### src/rtl/dvi_in_align_ctrl.sv
// rtl/dvi_in_align_ctrl.sv - per-lane leaky-bucket tap/bitslip aligner for DVI input lanes
module dvi_in_align_ctrl #(
  parameter int               CHANNELS    = 3,
  parameter int               DELAY_W     = 5,
  parameter int               ERR_W       = 28,
  parameter logic [ERR_W-1:0] ERR_INC     = 'h200000,
  parameter logic [ERR_W-1:0] ERR_DEC     = 'h1,
  parameter int               COOLDOWN_W  = 10,
  parameter logic [ERR_W-1:0] LOCK_THRESH = 'h0100000
) (
  input  logic                         pclk1x,
  input  logic                         rst_ps,
  input  logic [CHANNELS-1:0]          valid,
  input  logic [3:0]                   increment,
  input  logic                         manual_en,
  input  logic [CHANNELS*DELAY_W-1:0]  manual_delay,
  output logic [CHANNELS*DELAY_W-1:0]  delay,
  output logic [CHANNELS-1:0]          bitslip,
  output logic [CHANNELS*ERR_W-1:0]    error_counter,
  output logic [CHANNELS-1:0]          locked,
  output logic                         all_locked,
  output logic [CHANNELS*8-1:0]        relock_count
);

  logic [CHANNELS-1:0] locked_d;
  logic                all_locked_q;

  for (genvar g = 0; g < CHANNELS; g++) begin : g_lane
    logic [COOLDOWN_W-1:0] cd_q, cd_d;
    logic [ERR_W-1:0]      err_q, err_d, err_n;
    logic [ERR_W:0]        err_sum;
    logic [DELAY_W-1:0]    dly_q, dly_d;
    logic                  slip_q, slip_d;
    logic                  lock_q, lock_d;
    logic [7:0]            rlc_q, rlc_d;
    logic                  trigger;

    // One extra bit on the sum lets the integrator clamp instead of wrapping.
    always_comb begin
      err_sum = {1'b0, err_q} + {1'b0, ERR_INC};
      if (!valid[g]) begin
        err_n = err_sum[ERR_W] ? '1 : err_sum[ERR_W-1:0];
      end else if (err_q >= ERR_DEC) begin
        err_n = err_q - ERR_DEC;
      end else begin
        err_n = '0;
      end
    end

    assign trigger = !manual_en && (cd_q == '0) && !valid[g] &&
                     (err_q[ERR_W-1 -: 4] == 4'hF);

    always_comb begin
      cd_d   = cd_q;
      err_d  = err_q;
      dly_d  = dly_q;
      slip_d = 1'b0;
      lock_d = lock_q;
      rlc_d  = rlc_q;
      if (manual_en) begin
        dly_d  = manual_delay[g*DELAY_W +: DELAY_W];
        cd_d   = '0;
        err_d  = err_n;
        lock_d = (err_n < LOCK_THRESH);
      end else if (cd_q != '0) begin
        cd_d = cd_q - COOLDOWN_W'(1);
      end else if (trigger) begin
        dly_d  = dly_q + DELAY_W'(increment);
        slip_d = &dly_q;
        cd_d   = '1;
        // Restart the bucket at a quarter so the next retune needs a real error burst.
        err_d  = {4'b0100, err_n[ERR_W-5:0]};
        lock_d = 1'b0;
      end else begin
        err_d  = err_n;
        lock_d = (err_n < LOCK_THRESH);
      end
      if (lock_q && !lock_d && (rlc_q != 8'hFF)) begin
        rlc_d = rlc_q + 8'd1;
      end
    end

    always_ff @(posedge pclk1x or posedge rst_ps) begin
      if (rst_ps) begin
        cd_q   <= '0;
        err_q  <= '0;
        dly_q  <= '0;
        slip_q <= 1'b0;
        lock_q <= 1'b0;
        rlc_q  <= '0;
      end else begin
        cd_q   <= cd_d;
        err_q  <= err_d;
        dly_q  <= dly_d;
        slip_q <= slip_d;
        lock_q <= lock_d;
        rlc_q  <= rlc_d;
      end
    end

    assign locked_d[g]                       = lock_d;
    assign delay[g*DELAY_W +: DELAY_W]       = dly_q;
    assign bitslip[g]                        = slip_q;
    assign error_counter[g*ERR_W +: ERR_W]   = err_q;
    assign locked[g]                         = lock_q;
    assign relock_count[g*8 +: 8]            = rlc_q;
  end

  // Built from next-state lock bits so it updates on the same edge as locked.
  always_ff @(posedge pclk1x or posedge rst_ps) begin
    if (rst_ps) begin
      all_locked_q <= 1'b0;
    end else begin
      all_locked_q <= &locked_d;
    end
  end

  assign all_locked = all_locked_q;

endmodule
### config.mk
export PLATFORM = sky130hd
export DESIGN_NAME = dvi_in_align_ctrl
export DESIGN_NICKNAME = d
export VERILOG_FILES = /design/src/rtl/dvi_in_align_ctrl.sv
export SDC_FILE = /design/constraint.sdc
export NUM_CORES = 1
export LEC_CHECK = 0
export BUFFER_PORTS_ARGS = -buffer_cell sky130_fd_sc_hd__buf_2
export CAP_MARGIN = 20
export CORE_MARGIN = 2
export CORE_UTILIZATION = 30
export CTS_BUF_LIST = sky130_fd_sc_hd__clkbuf_8
export DETAILED_ROUTE_END_ITERATION = 16
export HOLD_SLACK_MARGIN = 0.15
export SLEW_MARGIN = 20
export SYNTH_ARGS = -nofsm -noshare
export SYNTH_HDL_FRONTEND = slang
export SYNTH_SLANG_ARGS = --single-unit
### constraint.sdc
create_clock -name pclk1x -period 6.3 [get_ports pclk1x]
set_input_delay 1.26 -clock pclk1x [delete_from_list [all_inputs] [get_ports pclk1x]]
set_output_delay 1.26 -clock pclk1x [all_outputs]
set_load 0.1 [all_outputs]
==> impl_results.md, run 1 <==
- Status: complete, no violations
- CP Class: flip-flop to flip-flop
- Period utilisation layout: 63.65%
- Die X: 190.3 µm
- Pins Over Slew Limit: 0
- Crit-path cells: inv_1, ha_1, nor3b_2, nand4_1, nor4_4, nand2b_1, a21oi_1, or4_1, nand2_4, mux2_1
- Core Footprint: 0.03437 mm²
- Setup TNS: 0 ns
- CTS Sinks: 160
- CP startpoint kind: flip-flop
- Post-Route WL: 29.96 mm
- Post-detail-place hpwl: 21.17 mm
- Post-synth EDFFs: 0
- Global Route Usage Sum: 16.93%
- Die area: 0.03620 mm²
- Worst path max stage delay: 0.74 ns
- WP data required: 6.67 ns
- H-tree level count: 4
- CP Capture Type: flip-flop
- Design area: 0.01194 mm²
- Post-DP Area: 0.01153 mm²
- CTS tree: yes
- Cells after Synth: 1254
- Fin crit period: 4.010 ns
- Hold/Removal Path Class: flip-flop to flip-flop
- Layout Nets: 1428
- Hold-fix buffers, CTS: 0
- Cell variety after synth: 84
- PwrDens: 438.0 mW/mm²
- Flops & latches, synth: 160
- Clk_lat worst skew: 0.49 ns
- Reg clk slew, reported paths: 0.09 ns
- Worst Skew: 0.02329 ns
- I/O pin cnt: 155
- Via count: 9775
- Final number of setup-violating endpoints: 0
- Fill count: 3618
- Mapped Nets: 1312
- Max IR drop VDD: 421.0 µV
- Final Hold Vio Count: 0
- Area delta synth->final: 14.70%
- Root Buffer Master: clkbuf_8
- Overflow after GRT: 0
- Slew at the pin closest to its max-slew limit: 1.032 ns
- Fmax: 0.2494 GHz
- Mean number of vias per cell: 5.318
- Reg area: 0.004004 mm²
- Wire length of the first global-routing pass: 49.78 mm
- Layout cells sized above 1: 15.98%
- Detail Route Antenna Nets: 0
- Sequential share of the synthesized area: 38.47%
- Slew HR: 30.96%
- Pin count of the biggest net entering global routing: 62
- PortBufs: 154
- Post-CTS Setup Repair Bufs: 0
- CP Data Arrival Time: 4.38 ns
- Pleak: 5.000 nW
- ANT cells: 0
- Most common cell after layout, fill and taps aside: nor2_1
- Antenna violations before repair: 0
- Synth Area per Inst: 8.299 µm²
- Yosys warns: 0
- Row cnt: 68
- Syn Std Cell Area: 0.01041 mm²
- Post-synth top flop: dfrtp_1
- Chip Height: 190.3 µm
- Unrepaired setup endpoints after global routing: no
- Critical path fanouts, max: 19
- Ys async rst share: 100.0%
- Buffer depth of the longest clock path: 2
- Final Wtd Congestion: 0.8424
- Vias in the first global route: 9308
- Max Cap Violations: 0
- Cts bufs inserted: 17
- Buf/Inv on CP: 1
- Drt drc: 0
- Drt first pass iters: 5
- Top Family by Delay on Critical Path: simple AND/OR/NAND/NOR gates
- Most frequent cells in the layout: 162 x nor2_1, 160 x dfrtp_1, 154 x buf_2
- Multi-input gate area: 0.005908 mm²
- Initial core utilization: 30.28%
- Post-cts resize count: 0
- Highest-delay cell along the critical path: or4_1
- Avg WL per Cell: 16.30 µm
- Iter 0 DRT Violations: 615
-- registers in the layout, summed over array words and instances, names as in the netlist --
name and flops:
g_lane.cd_q 30, g_lane.dly_q 15, g_lane.lock_q 3, g_lane.err_q 84, g_lane.slip_q 3, g_lane.rlc_q 24, all_locked 1
-- final cells by class --
| cell class | count | share of cell area [%] |
|---|---|---|
| Clock buffer | 17 | 1.960 |
| Clock inverter | 15 | 1.446 |
| Inverter | 53 | 1.708 |
| Multi-Input combinational cell | 974 | 49.49 |
| Sequential cell | 160 | 33.54 |
| Tap cell | 455 | 4.769 |
| Timing Repair Buffer | 164 | 7.085 |
-- through the flow --
step	hold slack [ns]	power, W	utilization, %	instances	setup slack [ns]
after global placement	0.4836	0.004397	33.55	1806	2.315
after floorplan	0.4635	0.003878	-	1254	0.7201
after detailed placement	0.4878	0.004417	33.55	1806	2.247
final	0.4937	0.005229	34.73	1838	2.290
after CTS	0.5025	0.005270	34.73	1838	2.247
after global routing	0.5207	0.005577	34.73	1838	1.961
-- worst reg2reg max path: stages (launching register included) --
cell	delay (ns)
dfrtp_1	0.45
inv_1	0.10
ha_1	0.19
nor3b_2	0.38
nand4_1	0.31
nor4_4	0.54
nand2b_1	0.66
a21oi_1	0.08
or4_1	0.74
nand2_4	0.13
mux2_1	0.31
-- cells by family (layout without fill, tap and decap cells) --
kind of cell | count (synthesis) | in the layout | synth area share (%)
adder cells (fa/ha/maj) | 33 | 33 | 4.184
AO/OA/AOI/OAI | 339 | 339 | 20.38
AND/OR/NAND/NOR | 539 | 539 | 26.58
buffers and inverters | 120 | 249 | 4.761
XOR/XNOR | 46 | 46 | 3.871
multiplexers | 17 | 17 | 1.755
flip-flops | 160 | 160 | 38.47
-- path summary, 6_finish.rpt --
| path | from | endpoint | slack (ns) | cells after the start |
|---|---|---|---|---|
| worst max-delay path | g_lane[1].err_q[0] | g_lane[1].rlc_q[1] | 2.29 | 10 |
| worst min-delay path | g_lane[1].rlc_q[7] | g_lane[1].rlc_q[7] | 0.49 | 1 |
| worst max register to register | g_lane[1].err_q[0] | g_lane[1].rlc_q[1] | 2.29 | 10 |
| worst min register to register | g_lane[1].rlc_q[7] | g_lane[1].rlc_q[7] | 0.49 | 1 |
| max in group asynchronous | rst_ps | g_lane[2].lock_q | 4.27 | 3 |
| min in group asynchronous | rst_ps | g_lane[1].err_q[26] | 0.81 | 2 |
-- power breakdown --
group          switching [W]  internal, W  total, W
clock network       0.000437     0.000390  0.000827
registers           0.000403      0.00126   0.00166
logic                0.00206     0.000678   0.00274
-- layer usage --
metal  global-route usage [%]  vias up  wire (µm)
met5                        0        -          0
met3                    3.276       27       1509
met2                    26.82      265      13620
li1                         -     4760          -
met4                    5.069        0        414
met1                    23.37     4723      14420
-- cell usage after synthesis (all sizes together) (6+ instances only) --
cell,n,area [µm²]
nor4,25,226.5
nor3,43,226.5
o22a,22,192.7
a211oi,22,170.2
buf,15,101.3
xor2,17,148.9
and2,9,56.31
nor2,163,614.3
dfrtp,160,4004
a31oi,14,87.58
and3,13,81.33
a21oi,138,690.7
nor3b,6,50.05
and4,9,78.83
nand3,46,230.2
o21ai,65,325.3
nor2b,9,56.30
inv,50,187.7
nand4,25,171.4
or3,23,143.9
o21a,9,67.56
mux2,7,82.57
o31ai,7,52.55
ha,30,375.4
o22ai,8,50.05
nand2,120,460.4
mux2i,10,100.1
or4,8,67.56
xnor2,29,254.0
a21o,13,97.59
a22o,6,52.55
clkbuf,52,195.2
nand2b,17,106.4
Power figures use the tool's default switching activity.
==> inputs of run 2 (changes only) <==
==> constraint.sdc (replaced) <==
create_clock -name pclk1x -period 3.9 [get_ports pclk1x]
set_input_delay 0.78 -clock pclk1x [delete_from_list [all_inputs] [get_ports pclk1x]]
set_output_delay 0.78 -clock pclk1x [all_outputs]
set_load 0.1 [all_outputs]
==> run 2 against run 1 <==
Against the previous run:
- via count rose by 1.4%
- register-to-register slack worse by 2.0 ns
- sequential share of layout area down 0.78 points
- sequential power rose by 56%
- non-clock buffer count grew 29
- fmax is 12% higher
- utilization grew 0.82 points
- largest cell class unchanged
- hold slack worse by 0.035 ns
- highest routed layer unchanged
- cell count increased by 1.5%
- critical endpoint unchanged
==> impl_results.md, run 2 (synthesized netlist as in run 1, its figures left out) <==
- Drt drc: 0 (unchanged)
- Post-detail-place hpwl: 22.10 mm (+4.4%)
- Area delta synth->final: 17.42%
- Wire length of the first global-routing pass: 49.80 mm (about the same)
- Worst path max stage delay: 0.72 ns (-0.02 ns)
- Max FFs per register: 84 (unchanged)
- Fmax: 0.2791 GHz (+12%)
- Final Wtd Congestion: 0.8759 (+4.0%)
- Die X: 190.3 µm (unchanged)
- Iter 0 DRT Violations: 695 (+13%)
- Vias in the first global route: 9415 (+1.1%)
- Fin cells: 1866 (+1.5%)
- Unrepaired setup endpoints after global routing: no
- Cts bufs inserted: 17 (unchanged)
- Core Footprint: 0.03437 mm² (unchanged)
- CP Class: flip-flop to flip-flop
- Biggest register: g_lane.err_q
- Final number of setup-violating endpoints: 0 (unchanged)
- Overflow after GRT: 0 (unchanged)
- PwrDens: 708.1 mW/mm² (+62%)
- Period utilisation layout: 91.86% (+28 points)
- PortBufs: 154 (unchanged)
- Drt first pass iters: 5 (unchanged)
- CP Data Arrival Time: 3.95 ns (-0.43 ns)
- Max IR drop VDD: 654.5 µV (+55%)
- RR Endpoint: g_lane[1].rlc_q[1]
- Buffer depth of the longest clock path: 2 (unchanged)
- Top Family by Delay on Critical Path: simple AND/OR/NAND/NOR gates
- CP Capture Type: flip-flop
- Post-cts resize count: 0 (unchanged)
- Chip Height: 190.3 µm (unchanged)
- Via count: 9911 (+1.4%)
- Pins Over Slew Limit: 0 (unchanged)
- Clk_lat worst skew: 0.49 ns (about the same)
- Final Hold Vio Count: 0 (unchanged)
- Fin Hold WS: 0.4592 ns (-0.03451 ns)
- Hold-fix buffers, CTS: 0 (unchanged)
- CTS tree: yes
- Crit-path cells: inv_1, ha_1, nor3b_2, nand4_1, nor4_4, a211oi_1, or4b_1, or4_1, nand2_4, mux2_1
- Antenna violations before repair: 0 (unchanged)
- Placed cells: 1835 (+1.6%)
- Initial core utilization: 30.28% (unchanged)
- Worst R2R Start: g_lane[1].err_q[0]
- R2R setup slack: 0.32 ns (-1.97 ns)
- Avg WL per Cell: 16.47 µm (+1.1%)
- Fin crit period: 3.582 ns (-0.4274 ns)
- Pin count of the biggest net entering global routing: 61 (-1.6%)
- Worst Skew: 0.01712 ns (-0.006169 ns)
- Hold/Removal Path Class: input pin to asynchronous set/reset pin
- Slew HR: 31.47% (+0.51 points)
- H-tree level count: 4 (unchanged)
- Reg clk slew, reported paths: 0.09 ns (about the same)
- Worst r2r path cells: 10 (unchanged)
- Status: complete, no violations
- Row cnt: 68 (unchanged)
- ANT cells: 0 (unchanged)
- CTS Sinks: 160 (unchanged)
- Root Buffer Master: clkbuf_8
- Most frequent cells in the layout: 162 x nor2_1, 160 x dfrtp_1, 154 x buf_2
- Highest-delay cell along the critical path: or4_1
- Layout Nets: 1457 (+2.0%)
- Most common cell after layout, fill and taps aside: nor2_1
- Post-Route WL: 30.74 mm (+2.6%)
- Largest registers: g_lane.err_q (84), g_lane.cd_q (30), g_lane.rlc_q (24)
- Max Cap Violations: 0 (unchanged)
- Layout cells sized above 1: 17.79% (+1.8 points)
- Critical path fanouts, max: 8 (-11)
- Die area: 0.03620 mm² (unchanged)
- Slew at the pin closest to its max-slew limit: 1.024 ns (-0.007649 ns)
- CP startpoint kind: flip-flop
- Buf/Inv on CP: 1 (unchanged)
- Pleak: 5.171 nW (+3.4%)
- Global Route Usage Sum: 17.09% (+0.16 points)
- Post-CTS Setup Repair Bufs: 0 (unchanged)
- Mean number of vias per cell: 5.311 (-0.13%)
- Detail Route Antenna Nets: 0 (unchanged)
- I/O pin cnt: 155 (unchanged)
- Setup TNS: 0 ns (unchanged)
- WP data required: 4.27 ns (-2.40 ns)
-- run 2: cell count changes in the layout (fill, tap and decap cells not counted), sizes merged --
| cell | previous run | this run |
|---|---|---|
| buf | 164 | 193 |
| clkbuf | 17 | 21 |
| clkinvlp | 3 | 2 |
| clkinv | 8 | 7 |
| bufinv | 3 | 4 |
| inv | 54 | 50 |
-- run 2: how the worst max path moves through the flow --
stage                             from                 end  slack (ns)  cells after the start
floorplan           g_lane[1].err_q[1]  g_lane[1].rlc_q[1]        0.01                     11
finish              g_lane[1].err_q[0]  g_lane[1].rlc_q[1]        0.32                     10
CTS                 g_lane[1].err_q[0]  g_lane[1].rlc_q[1]        0.29                     10
global route        g_lane[1].err_q[0]  g_lane[1].rlc_q[1]        0.09                     10
global placement    g_lane[1].err_q[0]  g_lane[1].rlc_q[1]        0.38                     10
detailed placement  g_lane[1].err_q[0]  g_lane[1].rlc_q[1]        0.30                     10
-- run 2: stage by stage --
stage               cell area (µm²)  utilization [%]  worst slack (ns)  power (W)
floorplan                     10410                -           0.01182   0.006265
global placement              11770            34.25            0.3771   0.007201
detailed placement            11770            34.25            0.2979   0.007251
CTS                           12220            35.55            0.2906   0.008725
global route                  12220            35.55           0.09370   0.009201
finish                        12220            35.55            0.3176   0.008654
-- run 2: area by class of cell --
class / count / area, µm²
sequential: 160 / 4004
clock buffer: 21 / 289.0
fill: 3604 / 22150
timing repair buffer: 193 / 1089
clock inverter: 10 / 158.9
inverter: 53 / 202.7
multi-input combinational: 974 / 5908
tap: 455 / 569.3
-- run 2: worst reg2reg max path, cell delays in order, from the launching register on --
cell and delay (ns):
dfrtp_1 0.44, inv_1 0.10, ha_1 0.19, nor3b_2 0.23
nand4_1 0.27, nor4_4 0.46, a211oi_1 0.10, or4b_1 0.51
or4_1 0.72, nand2_4 0.14, mux2_1 0.32
-- run 2: report_power, final --
| part | leakage (nW) | internal [W] | switching, W |
|---|---|---|---|
| Sequential | 1.88 | 0.00203 | 0.000560 |
| Combinational | 3.06 | 0.00117 | 0.00347 |
| Clock | 0.229 | 0.000760 | 0.000667 |
-- run 2: per-layer routing --
metal,wire [µm],vias up,global-route usage (%)
li1,-,4804,-
met1,14390,4749,23.28
met2,13740,322,26.78
met3,1946,36,3.460
met4,658,0,6.321
met5,0,-,0
